[src/rtl/systolic_pq_pkg.sv]
// Shared types and constants for the systolic priority-queue scheduler.
// Word layout is {key, value}; all-ones is the "empty" sentinel.
package systolic_pq_pkg;

    localparam int KW = 8;
    localparam int VW = 4;
    localparam int DW = KW + VW;

    typedef logic [DW-1:0] pq_word_t;

    localparam pq_word_t PQINF    = '1;
    localparam pq_word_t PQNEGINF = '0;

    typedef enum logic [1:0] {
        IDLE,
        INS,
        EXT,
        RSP
    } sched_state_t;

endpackage

[src/rtl/systolic_pq_sched_rr_arbiter.sv]
// Round-robin arbiter: first eligible requester at or after the pointer.
// Produces a one-hot grant, its index and an any-grant flag.
module rr_arbiter
    import systolic_pq_pkg::*;
#(
    parameter int N = 4
) (
    input  logic [N-1:0]         i_elig,
    input  logic [$clog2(N)-1:0] i_ptr,
    output logic [N-1:0]         o_gnt,
    output logic [$clog2(N)-1:0] o_idx,
    output logic                 o_any
);

    localparam int IW = $clog2(N);

    int w_j;

    always_comb begin
        o_gnt = '0;
        o_idx = '0;
        o_any = 1'b0;
        w_j   = 0;
        for (int k = 0; k < N; k++) begin
            w_j = int'(i_ptr) + k;
            if (w_j >= N) begin
                w_j = w_j - N;
            end
            if (!o_any && i_elig[w_j]) begin
                o_any      = 1'b1;
                o_idx      = IW'(w_j);
                o_gnt[w_j] = 1'b1;
            end
        end
    end

endmodule

[src/rtl/systolic_pq_sched.sv]
// Shares the node-0 insert/extract port of a systolic priority queue
// among NREQ requesters, aligning every op to the queue's even phase.
module systolic_pq_sched
    import systolic_pq_pkg::*;
#(
    parameter int NREQ     = 4,
    parameter int CAPACITY = 4
) (
    input  logic                          clk,
    input  logic                          rst,
    input  logic [NREQ-1:0]               req_valid,
    input  logic [NREQ-1:0]               req_op,
    input  logic [NREQ*DW-1:0]            req_data,
    output logic [NREQ-1:0]               req_ready,
    output logic                          rsp_valid,
    output logic [$clog2(NREQ)-1:0]       rsp_id,
    output pq_word_t                      rsp_data,
    output logic                          rsp_empty,
    input  logic                          rsp_ready,
    input  logic                          pq_even,
    output logic                          pq_ivalid,
    output pq_word_t                      pq_idata,
    input  logic                          pq_irdy,
    output logic                          pq_ovalid,
    input  logic                          pq_ordy,
    input  pq_word_t                      pq_min,
    output logic [$clog2(CAPACITY+1)-1:0] count,
    output logic                          full,
    output logic                          empty
);

    localparam int IW = $clog2(NREQ);
    localparam int CW = $clog2(CAPACITY + 1);

    sched_state_t   r_state;
    logic [IW-1:0]  r_ptr;
    logic [IW-1:0]  r_id;
    pq_word_t       r_data;
    pq_word_t       r_rsp_data;
    logic           r_rsp_empty;
    logic [CW-1:0]  r_count;

    logic [NREQ-1:0] w_elig;
    logic [NREQ-1:0] w_gnt;
    logic [IW-1:0]   w_gnt_idx;
    logic            w_any;
    logic            w_grant;
    logic            w_empty_ext;
    logic            w_ins_acc;
    logic            w_ext_acc;

    assign full  = (r_count == CW'(CAPACITY));
    assign empty = (r_count == '0);
    assign count = r_count;

    // Inserts are held back while full; extracts always compete.
    assign w_elig = req_valid & ~(~req_op & {NREQ{full}});

    rr_arbiter #(.N(NREQ)) u_arb (
        .i_elig (w_elig),
        .i_ptr  (r_ptr),
        .o_gnt  (w_gnt),
        .o_idx  (w_gnt_idx),
        .o_any  (w_any)
    );

    assign w_grant     = (r_state == IDLE) && !pq_even && w_any;
    assign w_empty_ext = w_grant && req_op[w_gnt_idx] && empty;
    assign w_ins_acc   = (r_state == INS) && pq_even && pq_irdy;
    assign w_ext_acc   = (r_state == EXT) && pq_even && pq_ordy;

    assign pq_ivalid = (r_state == INS) && pq_even;
    assign pq_ovalid = (r_state == EXT) && pq_even;
    assign pq_idata  = r_data;
    assign rsp_valid = (r_state == RSP);
    assign rsp_id    = r_id;
    assign rsp_data  = r_rsp_data;
    assign rsp_empty = r_rsp_empty;

    always_comb begin
        req_ready = '0;
        if (w_ins_acc || w_ext_acc) begin
            req_ready[r_id] = 1'b1;
        end else if (w_empty_ext) begin
            req_ready = w_gnt;
        end
    end

    always_ff @(posedge clk or posedge rst) begin
        if (rst) begin
            r_state     <= IDLE;
            r_ptr       <= '0;
            r_id        <= '0;
            r_data      <= '0;
            r_rsp_data  <= PQINF;
            r_rsp_empty <= 1'b0;
            r_count     <= '0;
        end else begin
            unique case (r_state)
                IDLE: begin
                    if (w_grant) begin
                        r_ptr  <= (w_gnt_idx == IW'(NREQ - 1)) ? '0
                                  : w_gnt_idx + 1'b1;
                        r_id   <= w_gnt_idx;
                        r_data <= req_data[w_gnt_idx*DW +: DW];
                        if (!req_op[w_gnt_idx]) begin
                            r_state <= INS;
                        end else if (!empty) begin
                            r_state <= EXT;
                        end else begin
                            r_state     <= RSP;
                            r_rsp_data  <= PQINF;
                            r_rsp_empty <= 1'b1;
                        end
                    end
                end
                INS: begin
                    if (w_ins_acc) begin
                        r_count <= r_count + 1'b1;
                        r_state <= IDLE;
                    end
                end
                EXT: begin
                    if (w_ext_acc) begin
                        r_count     <= r_count - 1'b1;
                        r_rsp_data  <= pq_min;
                        r_rsp_empty <= 1'b0;
                        r_state     <= RSP;
                    end
                end
                RSP: begin
                    if (rsp_ready) begin
                        r_state <= IDLE;
                    end
                end
                default: r_state <= IDLE;
            endcase
        end
    end

endmodule
[config.mk]
export PLATFORM = sky130hd
export DESIGN_NAME = systolic_pq_sched
export DESIGN_NICKNAME = d
export VERILOG_FILES = /design/src/rtl/systolic_pq_pkg.sv /design/src/rtl/systolic_pq_sched_rr_arbiter.sv /design/src/rtl/systolic_pq_sched.sv
export SDC_FILE = /design/constraint.sdc
export NUM_CORES = 1
export LEC_CHECK = 0
export CAP_MARGIN = 20
export CORE_MARGIN = 2
export CORE_UTILIZATION = 35
export CTS_BUF_LIST = sky130_fd_sc_hd__clkbuf_4 sky130_fd_sc_hd__clkbuf_8
export DETAILED_ROUTE_END_ITERATION = 10
export PLACE_DENSITY = 0.75
export SYNTH_ARGS = -nofsm -noshare
export SYNTH_HDL_FRONTEND = slang
export SYNTH_SLANG_ARGS = --single-unit
[constraint.sdc]
create_clock -name clk -period 6.9 [get_ports clk]
set_input_delay 1.38 -clock clk [delete_from_list [all_inputs] [get_ports clk]]
set_output_delay 1.38 -clock clk [all_outputs]
set_load 0.02 [all_outputs]
==> summary.txt <==
Status: completed
Placed Instance Area: 3859 µm²
Power per cell area: 453.1 nW/µm²
Buffers on Ports: 112
Slew Viols, Final: 0
Detailed Routing Iterations Pass 1: 4
Antenna violation net count after detailed routing: 0
Fin cells: 491
# Post-CTS Setup Buffers: 0
WS Path Type: in -> out
Number of cells on the worst reg-to-reg path: 8
RSZ-0062 raised after global routing: no
Top cell types by occurrence after synthesis: nor2_1, mux2i_1, nand2_1, dfrtp_1
CTS Buf Count: 5
Ys Warns: 0
Final non-filler cell area: 3954 µm²
Min-Delay Path Depth: 2
Most common cell in the netlist: nor2_1
Initial Utilization: 36.32%
Clock buffer depth: 2
Data required, critical path: 5.52 ns
Worst slew pin tran: 0.8800 ns
Number of flops mapped to enable cells by yosys: 0
Fin util: 54.22%
Pin count of the biggest net entering global routing: 35
Rel. slew slack: 41.21%
Hold_buf cts: 0
Layout cells sized above 1: 13.78%
Seq/Total Area, Yosys: 32.69%
Leading area contributor after synthesis: dfrtp_1
Clk Latency, worst-skew pair: 0.28 ns
Post-synth ARST share: 100.0%
Post-Syn Area: 2649 µm²
Tcrit/Tclk final: 92.51%
DP Wirelength: 5428 µm
CTS Root Cell: clkbuf_8
Wirelength per Cell: 14.45 µm
Setup_tns: 0 ns
Arrival time of the worst setup path: 5.00 ns
Post-layout min period: 6.383 ns
Routability-driven placement congestion ratio: 0.8659
# rows: 31
Post_cts resized: 0
Placed insts: 483
Grt ovf: 0
Max-Cap Viols: 0
Final setup fails: 0
Post-route DRC: 0
FMAX: 0.1567 GHz
ANT cells: 0
Mean post-synth cell area: 9.360 µm²
CTS tree: built
Post-synth net total: 367
Antenna violations before repair: 0
Vias in the first global route: 2599
CORE AREA: 7292 µm²
Synth Flop Type: dfrtp_1
Worst Setup End Kind: output pin
Hold slack final: 0.4746 ns
Initial DRC count: 72
H-tree depth: 2
Overall die height: 91.00 µm
Top-area cell type share of the netlist area: 20.78%
Min-delay worst type: reg -> reg
Clk sink count: 34
#FFs+latches synth: 34
Horiz. Die Dim: 91.00 µm
Final nets: 475
Worst setup SP type: input pin
I/O pins: 113
Post-Route WL: 7096 µm
Crit path max fanout: 19
First-pass GRT wire length: 12190 µm
VDD IR-drop max: 0.1714 mV
Die area: 8280 µm²
Area grow syn2layout: 49.27%
Post-synth cell types: 52
CTS clk-pin slew, worst paths: 0.07 ns
DR vias/cell: 5.316
Post-Syn Instances: 283
Leak: 1.597 nW
Main area contributors after synthesis: dfrtp_1, dfstp_2, mux2i_1
Final hold vios: 0
Setup Skew: 0.006448 ns
Total GRT Usage: 17.75%
Via count: 2610
[worst max-delay path, stage by stage]
cell and delay (ns):
clkdlybuf4s50_1 0.42, or4b_1 0.61, and2_1 0.22, mux4_2 0.56
a21o_1 0.22, a22oi_4 0.20, mux2_4 0.44, o32ai_1 0.29
clkdlybuf4s50_1 0.65
[flip-flops by register name, summed over array words and instances, names as in the netlist]
| register | cells |
|---|---|
| rsp_id | 2 |
| count | 3 |
| rsp_empty | 1 |
| r_state | 2 |
| rsp_data | 12 |
| pq_idata | 12 |
| r_ptr | 2 |
[kinds of logic (layout without fill, tap and decap cells)]
family          count (synthesis)  count (layout)  share of synthesized area (%)
compound gates                 62              62                          18.38
xor+xnor                        4               4                          1.322
fa+ha+maj                      10              10                          5.007
buf+inv                        26             135                          4.440
flops                          34              34                          32.69
mux                            45              45                          19.74
simple gates                  102             102                          18.42
[metrics by stage]
stage                     power (mW)  setup slack [ns]
after global routing           1.947            0.3204
after CTS                      1.809            0.5143
after detailed placement       1.650            0.5171
final                          1.792            0.5166
after floorplan                1.269             1.384
after global placement         1.623            0.5765
[layout make-up]
class                           count  area (µm²)
Sequential cell                    34       865.8
Fill cell                         689        3338
Clock inverter                      1       5.005
Multi-Input combinational cell    223        1677
Timing Repair Buffer              116        1151
Clock buffer                        7       90.09
Tap cell                           99       123.9
Inverter                           11       41.29
[layout by cell type, fill, tap and decap left out, types with 6 or more instances in the layout]
cell type and n:
mux2i_1 26, nand3_1 6, dfstp_2 12, a211oi_1 10
clkbuf_8 6, nor2_1 36, clkdlybuf4s50_1 112, nand2_1 23
ha_1 9, nor3_1 17, mux2_2 14, o21ai_0 17
dfrtp_1 22, inv_1 10
[worst paths after layout]
path                             startpoint           end  slack (ns)
max in group asynchronous               rst   rsp_data[0]        5.07
worst max register to register     r_ptr[0]    r_state[0]        3.02
min in group asynchronous               rst   pq_idata[0]        1.49
worst min register to register  pq_idata[3]   pq_idata[3]        0.47
worst min-delay path            pq_idata[3]   pq_idata[3]        0.47
worst max-delay path              req_op[3]  req_ready[2]        0.52
[report_power, final]
part | internal [mW] | switching (mW) | leakage, nW
Sequential | 0.322 | 0.119 | 0.398
Combinational | 0.593 | 0.606 | 1.15
Clock | 0.0844 | 0.0673 | 0.0517
Total | 0.999 | 0.792 | 1.60
[routing by layer]
layer | vias to the layer above | global-route usage, % | wire (µm)
li1 | 1267 | - | -
met1 | 1225 | 21.56 | 2851
met2 | 108 | 31.42 | 3658
met3 | 10 | 3.983 | 478
met4 | 0 | 5.051 | 108
met5 | - | 0 | 0
No activity file was read; power rests on OpenSTA's default activity.
